`src/rtl/axis_video_pattern_gen_pkg.sv`:
```
// Shared encodings for the AXI4-Stream video pattern generator: modes, FSM states,
// sideband bit positions and the colour-bar table.
package axis_video_pkg;

    typedef logic [1:0] mode_t;

    localparam mode_t MODE_RAMP  = 2'd0;
    localparam mode_t MODE_SOLID = 2'd1;
    localparam mode_t MODE_BARS  = 2'd2;
    localparam mode_t MODE_GRAD  = 2'd3;

    localparam logic [2:0] S_IDLE  = 3'd0;
    localparam logic [2:0] S_BURST = 3'd1;
    localparam logic [2:0] S_BGAP  = 3'd2;
    localparam logic [2:0] S_LGAP  = 3'd3;
    localparam logic [2:0] S_FGAP  = 3'd4;

    localparam int SB_SOF = 0;
    localparam int SB_EOL = 1;
    localparam int SB_W   = 2;

    // {R,G,B} full-scale flags; white, yellow, cyan, green, magenta, red, blue, black
    localparam logic [2:0] BAR_MASK [8] = '{3'b111, 3'b110, 3'b011, 3'b010,
                                            3'b101, 3'b100, 3'b001, 3'b000};

    function automatic logic [2:0] bar_mask(input logic [2:0] idx);
        return BAR_MASK[idx];
    endfunction

endpackage

```
`src/rtl/axis_video_pattern_gen_if.sv`:
```
// AXI4-Stream video bus: pixel data plus SOF (tuser) and end-of-line (tlast).
interface axis_video_pattern_gen_if #(
    parameter int DATA_W = 24
);
    logic [DATA_W-1:0] tdata;
    logic              tvalid;
    logic              tready;
    logic              tlast;
    logic              tuser;

    modport master (output tdata, output tvalid, output tlast, output tuser, input tready);
    modport slave  (input tdata, input tvalid, input tlast, input tuser, output tready);
endinterface

```
`src/rtl/axis_video_pattern_gen_pixel.sv`:
```
// Registered pixel formatter; the register only loads when a new beat is presented,
// so tdata holds steady under backpressure.
module axis_video_pixel
    import axis_video_pkg::*;
#(
    parameter int H_ACTIVE  = 640,
    parameter int COMP_W    = 8,
    parameter int RAMP_BITS = 6,
    parameter int XW        = 10,
    parameter int YW        = 9
) (
    input  logic                  clk,
    input  logic                  rstn,
    input  logic                  i_load,
    input  mode_t                 i_mode,
    input  logic [3*COMP_W-1:0]   i_solid,
    input  logic [XW-1:0]         i_x,
    input  logic [YW-1:0]         i_y,
    input  logic [3*RAMP_BITS-1:0] i_ramp,
    output logic [3*COMP_W-1:0]   o_tdata
);
    localparam int RB = RAMP_BITS;

    logic [3*COMP_W-1:0] r_tdata;
    logic [3*COMP_W-1:0] w_pix;
    logic [XW+2:0]       w_x8;
    logic [2:0]          w_bar;
    logic [2:0]          w_mask;
    logic [COMP_W-1:0]   w_xc;
    logic [COMP_W-1:0]   w_yc;
    logic [COMP_W-1:0]   w_ramp_r;
    logic [COMP_W-1:0]   w_ramp_g;
    logic [COMP_W-1:0]   w_ramp_b;

    assign w_x8   = {i_x, 3'b000};
    assign w_bar  = 3'(w_x8 / (XW+3)'(H_ACTIVE));
    assign w_mask = bar_mask(w_bar);
    assign w_xc   = COMP_W'(i_x);
    assign w_yc   = COMP_W'(i_y);

    // Ramp fields are MSB-justified inside each component
    assign w_ramp_r = COMP_W'(i_ramp[3*RB-1:2*RB]) << (COMP_W - RB);
    assign w_ramp_g = COMP_W'(i_ramp[2*RB-1:RB])   << (COMP_W - RB);
    assign w_ramp_b = COMP_W'(i_ramp[RB-1:0])      << (COMP_W - RB);

    always_comb begin
        w_pix = '0;
        case (i_mode)
            MODE_RAMP:  w_pix = {w_ramp_r, w_ramp_g, w_ramp_b};
            MODE_SOLID: w_pix = i_solid;
            MODE_BARS:  w_pix = {{COMP_W{w_mask[2]}}, {COMP_W{w_mask[1]}}, {COMP_W{w_mask[0]}}};
            default:    w_pix = {w_xc, w_yc, w_xc + w_yc};
        endcase
    end

    always_ff @(posedge clk or negedge rstn) begin
        if (!rstn) begin
            r_tdata <= '0;
        end else if (i_load) begin
            r_tdata <= w_pix;
        end
    end

    assign o_tdata = r_tdata;

endmodule

```
`src/rtl/axis_video_pattern_gen.sv`:
```
// AXI4-Stream video pattern source: frame/line/burst sequencing FSM with exact-length
// blanking gaps, frame counting and a registered AXIS output stage.
module axis_video_pattern_gen
    import axis_video_pkg::*;
#(
    parameter int H_ACTIVE  = 640,
    parameter int V_ACTIVE  = 480,
    parameter int COMP_W    = 8,
    parameter int RAMP_BITS = 6,
    parameter int BURST_LEN = 4,
    parameter int BURST_GAP = 3,
    parameter int LINE_GAP  = 1750,
    parameter int FRAME_GAP = 500000
) (
    input  logic                   clk,
    input  logic                   rstn,
    input  logic                   enable,
    input  mode_t                  mode,
    input  logic [3*COMP_W-1:0]    solid_rgb,
    input  logic [15:0]            frames_to_send,
    axis_video_pattern_gen_if.master m_axis_video,
    output logic                   busy,
    output logic                   frame_done,
    output logic [15:0]            frame_count
);
    localparam int XW = $clog2(H_ACTIVE);
    localparam int YW = (V_ACTIVE > 1) ? $clog2(V_ACTIVE) : 1;
    localparam int BW = (BURST_LEN > 1) ? $clog2(BURST_LEN) : 1;
    localparam int RW = 3 * RAMP_BITS;
    localparam int MAX_LF  = (LINE_GAP > FRAME_GAP) ? LINE_GAP : FRAME_GAP;
    localparam int MAX_GAP = (BURST_GAP > MAX_LF) ? BURST_GAP : MAX_LF;
    localparam int GW = $clog2(MAX_GAP) + 1;

    localparam logic [XW-1:0] X_LAST  = XW'(H_ACTIVE - 1);
    localparam logic [YW-1:0] Y_LAST  = YW'(V_ACTIVE - 1);
    localparam logic [BW-1:0] B_LAST  = BW'(BURST_LEN - 1);
    localparam logic [GW-1:0] BG_LOAD = GW'(BURST_GAP - 1);
    localparam logic [GW-1:0] LG_LOAD = GW'(LINE_GAP - 1);
    localparam logic [GW-1:0] FG_LOAD = GW'(FRAME_GAP - 1);

    logic [2:0]          r_state;
    logic [XW-1:0]       r_x;
    logic [YW-1:0]       r_y;
    logic [BW-1:0]       r_bcnt;
    logic [GW-1:0]       r_gap;
    logic [RW-1:0]       r_ramp;
    logic [15:0]         r_fts;
    logic [15:0]         r_frame_count;
    logic                r_frame_done;
    logic                r_busy;
    logic                r_tvalid;
    logic [SB_W-1:0]     r_side;
    mode_t               r_mode;
    logic [3*COMP_W-1:0] r_solid;

    logic [2:0]          w_state_next;
    logic [XW-1:0]       w_x_next;
    logic [YW-1:0]       w_y_next;
    logic [BW-1:0]       w_bcnt_next;
    logic [GW-1:0]       w_gap_next;
    logic [15:0]         w_fc_next;
    logic [15:0]         w_fc_inc;
    logic                w_accept;
    logic                w_load;
    logic                w_sof;
    logic                w_start;
    logic                w_frame_end;
    logic                w_stop_now;
    logic                w_stop_gap;
    logic [RW-1:0]       w_ramp_pix;
    logic [3*COMP_W-1:0] w_tdata;

    assign w_accept   = r_tvalid & m_axis_video.tready;
    assign w_fc_inc   = (r_frame_count == 16'hFFFF) ? r_frame_count : r_frame_count + 16'd1;
    assign w_stop_now = !enable || ((r_fts != 16'd0) && (w_fc_inc == r_fts));
    assign w_stop_gap = !enable || ((r_fts != 16'd0) && (r_frame_count == r_fts));

    // r_x/r_y always name the beat being presented, or the next one while in a gap
    always_comb begin
        w_state_next = r_state;
        w_x_next     = r_x;
        w_y_next     = r_y;
        w_bcnt_next  = r_bcnt;
        w_gap_next   = r_gap;
        w_fc_next    = r_frame_count;
        w_load       = 1'b0;
        w_sof        = 1'b0;
        w_start      = 1'b0;
        w_frame_end  = 1'b0;
        case (r_state)
            S_IDLE: begin
                if (enable) begin
                    w_start      = 1'b1;
                    w_load       = 1'b1;
                    w_sof        = 1'b1;
                    w_fc_next    = '0;
                    w_x_next     = '0;
                    w_y_next     = '0;
                    w_bcnt_next  = '0;
                    w_state_next = S_BURST;
                end
            end
            S_BURST: begin
                if (w_accept) begin
                    if (r_x == X_LAST) begin
                        w_x_next    = '0;
                        w_bcnt_next = '0;
                        if (r_y == Y_LAST) begin
                            w_y_next    = '0;
                            w_frame_end = 1'b1;
                            w_fc_next   = w_fc_inc;
                            if (FRAME_GAP != 0) begin
                                w_state_next = S_FGAP;
                                w_gap_next   = FG_LOAD;
                            end else if (w_stop_now) begin
                                w_state_next = S_IDLE;
                            end else begin
                                w_load = 1'b1;
                                w_sof  = 1'b1;
                            end
                        end else begin
                            w_y_next = r_y + 1'b1;
                            if (LINE_GAP != 0) begin
                                w_state_next = S_LGAP;
                                w_gap_next   = LG_LOAD;
                            end else begin
                                w_load = 1'b1;
                            end
                        end
                    end else begin
                        w_x_next = r_x + 1'b1;
                        if (r_bcnt == B_LAST) begin
                            w_bcnt_next = '0;
                            if (BURST_GAP != 0) begin
                                w_state_next = S_BGAP;
                                w_gap_next   = BG_LOAD;
                            end else begin
                                w_load = 1'b1;
                            end
                        end else begin
                            w_bcnt_next = r_bcnt + 1'b1;
                            w_load      = 1'b1;
                        end
                    end
                end
            end
            S_BGAP, S_LGAP: begin
                if (r_gap == '0) begin
                    w_load       = 1'b1;
                    w_state_next = S_BURST;
                end else begin
                    w_gap_next = r_gap - 1'b1;
                end
            end
            S_FGAP: begin
                if (r_gap == '0) begin
                    if (w_stop_gap) begin
                        w_state_next = S_IDLE;
                    end else begin
                        w_load       = 1'b1;
                        w_sof        = 1'b1;
                        w_state_next = S_BURST;
                    end
                end else begin
                    w_gap_next = r_gap - 1'b1;
                end
            end
            default: w_state_next = S_IDLE;
        endcase
    end

    assign w_ramp_pix = w_accept ? r_ramp + 1'b1 : r_ramp;

    always_ff @(posedge clk or negedge rstn) begin
        if (!rstn) begin
            r_state       <= S_IDLE;
            r_x           <= '0;
            r_y           <= '0;
            r_bcnt        <= '0;
            r_gap         <= '0;
            r_ramp        <= '0;
            r_fts         <= '0;
            r_frame_count <= '0;
            r_frame_done  <= 1'b0;
            r_busy        <= 1'b0;
            r_tvalid      <= 1'b0;
            r_side        <= '0;
            r_mode        <= MODE_RAMP;
            r_solid       <= '0;
        end else begin
            r_state       <= w_state_next;
            r_x           <= w_x_next;
            r_y           <= w_y_next;
            r_bcnt        <= w_bcnt_next;
            r_gap         <= w_gap_next;
            r_frame_count <= w_fc_next;
            r_frame_done  <= w_frame_end;
            r_busy        <= (w_state_next != S_IDLE);
            r_tvalid      <= (w_state_next == S_BURST);
            if (w_accept) begin
                r_ramp <= r_ramp + 1'b1;
            end
            if (w_start) begin
                r_fts <= frames_to_send;
            end
            if (w_load) begin
                r_side[SB_SOF] <= w_sof;
                r_side[SB_EOL] <= (w_x_next == X_LAST);
            end
            if (w_load && w_sof) begin
                r_mode  <= mode;
                r_solid <= solid_rgb;
            end
        end
    end

    // Mode and colour are frozen at SOF; the SOF beat itself uses the live inputs
    axis_video_pixel #(
        .H_ACTIVE  (H_ACTIVE),
        .COMP_W    (COMP_W),
        .RAMP_BITS (RAMP_BITS),
        .XW        (XW),
        .YW        (YW)
    ) u_pixel (
        .clk     (clk),
        .rstn    (rstn),
        .i_load  (w_load),
        .i_mode  (w_sof ? mode : r_mode),
        .i_solid (w_sof ? solid_rgb : r_solid),
        .i_x     (w_x_next),
        .i_y     (w_y_next),
        .i_ramp  (w_ramp_pix),
        .o_tdata (w_tdata)
    );

    assign m_axis_video.tdata  = w_tdata;
    assign m_axis_video.tvalid = r_tvalid;
    assign m_axis_video.tlast  = r_side[SB_EOL];
    assign m_axis_video.tuser  = r_side[SB_SOF];
    assign busy                = r_busy;
    assign frame_done          = r_frame_done;
    assign frame_count         = r_frame_count;

endmodule
```
`src/flat_wrapper.sv`:
```
// flat-port wrapper written by rule: the top's interface ports become plain ports
module axis_video_pattern_gen_flat import axis_video_pkg::*;
#(
    parameter int H_ACTIVE  = 640,
    parameter int V_ACTIVE  = 480,
    parameter int COMP_W    = 8,
    parameter int RAMP_BITS = 6,
    parameter int BURST_LEN = 4,
    parameter int BURST_GAP = 3,
    parameter int LINE_GAP  = 1750,
    parameter int FRAME_GAP = 500000
)
  (clk, rstn, enable, mode, solid_rgb, frames_to_send, busy, frame_done, frame_count, m_axis_video_tdata, m_axis_video_tvalid, m_axis_video_tlast, m_axis_video_tuser, m_axis_video_tready);
  axis_video_pattern_gen_if m_axis_video_i ();
  input  logic clk;
  input  logic rstn;
  input  logic enable;
  input  mode_t mode;
  input  logic [3*COMP_W-1:0] solid_rgb;
  input  logic [15:0] frames_to_send;
  output logic busy;
  output logic frame_done;
  output logic [15:0] frame_count;
  output wire logic [$bits(m_axis_video_i.tdata)-1:0] m_axis_video_tdata;
  output wire logic [$bits(m_axis_video_i.tvalid)-1:0] m_axis_video_tvalid;
  output wire logic [$bits(m_axis_video_i.tlast)-1:0] m_axis_video_tlast;
  output wire logic [$bits(m_axis_video_i.tuser)-1:0] m_axis_video_tuser;
  input wire logic [$bits(m_axis_video_i.tready)-1:0] m_axis_video_tready;
  assign m_axis_video_tdata = m_axis_video_i.tdata;
  assign m_axis_video_tvalid = m_axis_video_i.tvalid;
  assign m_axis_video_tlast = m_axis_video_i.tlast;
  assign m_axis_video_tuser = m_axis_video_i.tuser;
  assign m_axis_video_i.tready = m_axis_video_tready;
  axis_video_pattern_gen #(.H_ACTIVE(H_ACTIVE), .V_ACTIVE(V_ACTIVE), .COMP_W(COMP_W), .RAMP_BITS(RAMP_BITS), .BURST_LEN(BURST_LEN), .BURST_GAP(BURST_GAP), .LINE_GAP(LINE_GAP), .FRAME_GAP(FRAME_GAP)) u_core (.clk(clk), .rstn(rstn), .enable(enable), .mode(mode), .solid_rgb(solid_rgb), .frames_to_send(frames_to_send), .m_axis_video(m_axis_video_i), .busy(busy), .frame_done(frame_done), .frame_count(frame_count));
endmodule
```
`config.mk`:
```
export PLATFORM = sky130hd
export DESIGN_NAME = axis_video_pattern_gen_flat
export DESIGN_NICKNAME = d
export VERILOG_FILES = /design/src/rtl/axis_video_pattern_gen_pkg.sv /design/src/rtl/axis_video_pattern_gen_if.sv /design/src/rtl/axis_video_pattern_gen_pixel.sv /design/src/rtl/axis_video_pattern_gen.sv /design/src/flat_wrapper.sv
export SDC_FILE = /design/constraint.sdc
export NUM_CORES = 1
export LEC_CHECK = 0
export ABC_AREA = 1
export CORE_MARGIN = 4
export CORE_UTILIZATION = 56
export CTS_BUF_LIST = sky130_fd_sc_hd__clkbuf_2
export DETAILED_ROUTE_END_ITERATION = 8
export DONT_BUFFER_PORTS = 1
export PLACE_DENSITY = 0.7
export SLEW_MARGIN = 20
export SYNTH_ARGS = -nofsm -noshare
export SYNTH_HDL_FRONTEND = slang
export SYNTH_SLANG_ARGS = --single-unit
```
`constraint.sdc`:
```
create_clock -name clk -period 5.6 [get_ports clk]
set_clock_uncertainty 0.15 [all_clocks]
set_input_delay 0.84 -clock clk [delete_from_list [all_inputs] [get_ports clk]]
set_output_delay 0.84 -clock clk [all_outputs]
set_load 0.01 [all_outputs]
```
==> results.rst <==
.. list-table::
   :header-rows: 1

   * - Metric
     - Value
   * - Slew at the pin with the worst max-slew slack
     - ~830 ps
   * - Hold wc startpoint
     - frames_to_send[3]
   * - Final #Nets
     - 1,138
   * - Worst Path Max Fanout
     - 33
   * - Global-route wire length before repair
     - between 30,000 and 40,000 um
   * - Total setup violations reported at the end of the flow
     - 0
   * - Max-capacitance violation count
     - 0
   * - Slew headroom
     - 0.4385
   * - Top cells by instance count after synthesis
     - sky130_fd_sc_hd__nand2_1 (326), sky130_fd_sc_hd__dfrtp_1 (149), sky130_fd_sc_hd__inv_1 (113)
   * - Synthesized area per cell
     - between 7 and 8 um^2
   * - CP required
     - between 6000 and 7000 ps
   * - Capture point of the worst reg-to-reg path
     - u_core.u_pixel.o_tdata[6]
   * - Cell area power density
     - around 470 nW/um^2
   * - Half-perimeter wire length after detailed placement
     - about 15,000 um
   * - Total length of routed wires
     - 20,260 um
   * - Post-CTS sizing
     - 0
   * - Routability Congestion
     - just under 0.9
   * - Sequential area share after synthesis
     - 0.4487
   * - Outcome
     - finished clean
   * - Total CTS buffers
     - 17
   * - Worst hold endpoint
     - u_core.r_fts[3]
   * - Root buf cell
     - sky130_fd_sc_hd__clkbuf_2
   * - Worst setup SP type
     - flip-flop
   * - Sequential Power Share
     - 0.428
   * - DR iter-0 viols
     - 616
   * - Fraction of final layout cells sized beyond drive strength 1
     - 0.08433
   * - Starting density of the core
     - 0.5717
   * - Number of cell instances on the worst register-to-register path
     - 12
   * - Height of the die
     - between 100 and 150 um
   * - Prevailing post-synth register cell
     - sky130_fd_sc_hd__dfrtp_1
   * - Wire per inst
     - around 16 um
   * - Total Neg Setup Slack
     - 0 ps
   * - Fill count
     - about 1,400
   * - FFs w/ async S/R, synth
     - 1.000
   * - Slowest library cell on the worst path
     - sky130_fd_sc_hd__clkinv_1
   * - Type of destination of the critical path
     - flip-flop
   * - Number of buffers on the longest clock path
     - 2
   * - Horiz. Die Dim
     - 129.8 um
   * - Area share of the leading cell type in the synthesized netlist
     - 0.4487
   * - Number of register bits inferred by synthesis
     - around 150
   * - CP arrival
     - between 4000 and 5000 ps
   * - Worst-path cell chain
     - nor2_4 > nand2_1 > nor2_4 > inv_2 > nand2_1 > inv_2 > nand2_2 > clkinv_1 > a21oi_1 > nand3_2 > nand2_1 > inv_1
   * - Grt total ovfl
     - 0
   * - # DRC
     - 0
   * - RSZ-0062 raised after global routing
     - false
   * - Ports placed on the boundary
     - between 90 and 100
   * - Switching power as a share of total power
     - 0.4400
   * - Vias in the first global route
     - about 6,500
   * - # clock sinks
     - roughly 150
   * - Max-slew violations
     - 0
   * - Most instantiated library cell after synthesis
     - sky130_fd_sc_hd__nand2_1
   * - Post-route setup slack
     - between 1000 and 1500 ps
   * - Worst-path clk slew
     - about 230 ps
   * - Synth Net Count
     - 1,131
   * - Input/output buffers
     - 0
   * - Remaining antenna violation count after routing
     - 0
   * - Largest net degree at the start of global routing
     - 150
   * - CTS tree
     - done
   * - Synthesis Warnings
     - 0
   * - DRT Pass-1 Iters
     - 6
   * - Insertion delay to the later sink of the worst-skew pair
     - roughly 730 ps
   * - Max stage delay on crit path
     - approximately 700 ps
   * - Internal cell power
     - 2.326 mW
   * - Floorplan die area
     - about 17,000 um^2
   * - Synthesized instance count
     - between 1,000 and 1,500
   * - Growth of design area from synthesis to finish
     - 6.490%
   * - Final number of hold-violating endpoints
     - 0
   * - Via count normalized by instance count
     - between 5 and 6
   * - Number of unique standard cell types used by synthesis
     - 55
   * - Worst slack, placed
     - 1302 ps
   * - Share of the cycle needed by the critical path after routing
     - 0.7431
   * - Number of enable flip-flop cells after synthesis
     - 0
   * - Worst reg2reg startpoint
     - u_core.r_state[2]
   * - Main area contributors after synthesis
     - sky130_fd_sc_hd__dfrtp_1 (45%), sky130_fd_sc_hd__nand2_1 (15%), sky130_fd_sc_hd__inv_1 (5.1%), sky130_fd_sc_hd__nor2_1 (4.5%), sky130_fd_sc_hd__o21ai_0 (3.4%)
   * - Peak clock frequency supported by timing
     - about 240 MHz
   * - Cells on Worst Hold Path
     - 2
   * - Mapped Area
     - around 8300 um^2
   * - Leakage
     - about 4.4 nW
   * - Final worst path period need
     - 4161 ps
   * - Level count of the clock H-tree
     - 4
   * - Register-to-Register Setup Slack
     - 1440 ps
   * - Count of standard-cell rows
     - 44
   * - Most common cell on crit path
     - sky130_fd_sc_hd__nand2_1
   * - Core Region
     - 14,530 um^2
   * - Via count
     - around 7,000
   * - Min-delay worst type
     - in2reg
   * - Maximum vdd drop
     - roughly 0.27 mV
   * - Power dissipated by switching net loads
     - between 1.5 and 2 mW
   * - Buf/Inv on CP
     - 4
   * - Initial antenna violation count
     - 1
   * - Kind of cell with the highest combined delay on the critical path
     - simple AND/OR/NAND/NOR gates
   * - Clock share of power
     - 0.177
   * - Overall global routing resource usage
     - 0.2471
   * - Share of power burned in combinational logic
     - 0.395
   * - Yosys top cell by area
     - sky130_fd_sc_hd__dfrtp_1
   * - Worst setup path category
     - reg2reg
## power groups by stage
stage | clock network, mW | logic (mW) | registers, mW
3_3_place_gp | 0 | 1.57 | 1.80
3_5_place_dp | 0 | 1.59 | 1.80
4_1_cts | 0.754 | 1.63 | 1.78
2_1_floorplan | 0 | 1.28 | 1.72
6_report | 0.737 | 1.64 | 1.78
5_1_grt | 0.801 | 1.87 | 1.83
## layer usage
metal	track usage	routed length, um	vias to the layer above
li1	-	-	3490
met1	0.3748	9726	3263
met2	0.3612	8853	203
met3	0.05608	1411	26
met4	0.05868	270	0
met5	0	0	-
## cells in the final DEF (no fill, tap or decap), types with 6 or more instances in the layout
| cell type | count |
|---|---|
| sky130_fd_sc_hd__a21oi_1 | 40 |
| sky130_fd_sc_hd__a22oi_1 | 6 |
| sky130_fd_sc_hd__a31oi_1 | 15 |
| sky130_fd_sc_hd__clkbuf_2 | 18 |
| sky130_fd_sc_hd__dfrtp_1 | 149 |
| sky130_fd_sc_hd__dlygate4sd3_1 | 10 |
| sky130_fd_sc_hd__ha_1 | 13 |
| sky130_fd_sc_hd__inv_1 | 113 |
| sky130_fd_sc_hd__inv_2 | 9 |
| sky130_fd_sc_hd__nand2_1 | 326 |
| sky130_fd_sc_hd__nand2_2 | 6 |
| sky130_fd_sc_hd__nand2_4 | 7 |
| sky130_fd_sc_hd__nand3_1 | 45 |
| sky130_fd_sc_hd__nand3_2 | 9 |
| sky130_fd_sc_hd__nand4_1 | 20 |
| sky130_fd_sc_hd__nor2_1 | 99 |
| sky130_fd_sc_hd__nor2_4 | 8 |
| sky130_fd_sc_hd__nor3_1 | 18 |
| sky130_fd_sc_hd__nor4_1 | 11 |
| sky130_fd_sc_hd__o21ai_0 | 56 |
| sky130_fd_sc_hd__o21ai_1 | 6 |
| sky130_fd_sc_hd__xnor2_1 | 18 |
| sky130_fd_sc_hd__xor2_1 | 23 |
## worst reg2reg max path, stage by stage, from the launching register on
cell and delay (ps):
sky130_fd_sc_hd__dfrtp_1 470, sky130_fd_sc_hd__nor2_4 160, sky130_fd_sc_hd__nand2_1 100, sky130_fd_sc_hd__nor2_4 570, sky130_fd_sc_hd__inv_2 400, sky130_fd_sc_hd__nand2_1 220
sky130_fd_sc_hd__inv_2 230, sky130_fd_sc_hd__nand2_2 530, sky130_fd_sc_hd__clkinv_1 700, sky130_fd_sc_hd__a21oi_1 360, sky130_fd_sc_hd__nand3_2 90, sky130_fd_sc_hd__nand2_1 60
sky130_fd_sc_hd__inv_1 30
## worst max-delay path by stage
stage | cells past startpoint | from | slack [ps] | to
after detailed placement | 11 | enable | 1300 | u_core.u_pixel.o_tdata[6]
after global routing | 12 | u_core.r_state[2] | 1070 | u_core.u_pixel.o_tdata[6]
after floorplan | 17 | m_axis_video_tready | 2400 | u_core.u_pixel.o_tdata[5]
final | 12 | u_core.r_state[2] | 1440 | u_core.u_pixel.o_tdata[6]
after CTS | 12 | u_core.r_state[2] | 1500 | u_core.u_pixel.o_tdata[6]
after global placement | 11 | enable | 1380 | u_core.u_pixel.o_tdata[6]
## flip-flops by register name (all words and copies together), names as in the netlist
register                    count
u_core.r_ramp                  18
u_core.frame_count             16
u_core.m_axis_video.tvalid      1
u_core.u_pixel.o_tdata         24
u_core.r_fts                   16
u_core.r_side                   2
u_core.r_bcnt                   2
u_core.r_mode                   2
u_core.r_solid                 24
u_core.r_state                  3
u_core.r_gap                   20
u_core.busy                     1
u_core.r_y                      9
u_core.frame_done               1
u_core.r_x                     10
## repair_timing
item	in CTS	in global routing
hold buffers	7	4
buffers inserted	0	0
hold endpoints to repair	154	4
## stage by stage
step	util	cell area, um^2	power [mW]	instances	hold slack (ps)
floorplan	-	8309	3.002	1071	283.4
global placement	0.5794	8421	3.366	1232	301.5
detailed placement	0.5794	8421	3.394	1232	305.4
CTS	0.6059	8806	4.163	1271	10.91
global route	0.6088	8848	4.503	1276	1.122
finish	0.6088	8848	4.152	1276	67.70
## cells by family after synthesis
family          Yosys count  share of synthesized area
flops                   149                     0.4487
mux                       1                   0.001205
buf+inv                 148                    0.07167
compound gates          149                     0.1044
simple gates            569                     0.3088
fa+ha+maj                14                    0.02199
xor+xnor                 41                    0.04322
## area by class of cell
class / instances / area [um^2] / area share
repair buffers: 13 / 142.6 / 0.01612
clock buffers: 18 / 90.09 / 0.01018
inverters: 123 / 461.7 / 0.05218
multi-input cells: 774 / 3985 / 0.4504
diodes: 1 / 2.502 / 0.0002828
clock inverters: 14 / 207.7 / 0.02347
well taps: 184 / 230.2 / 0.02602
flip-flops and latches: 149 / 3729 / 0.4214
No activity file was read; power rests on OpenSTA's default activity.
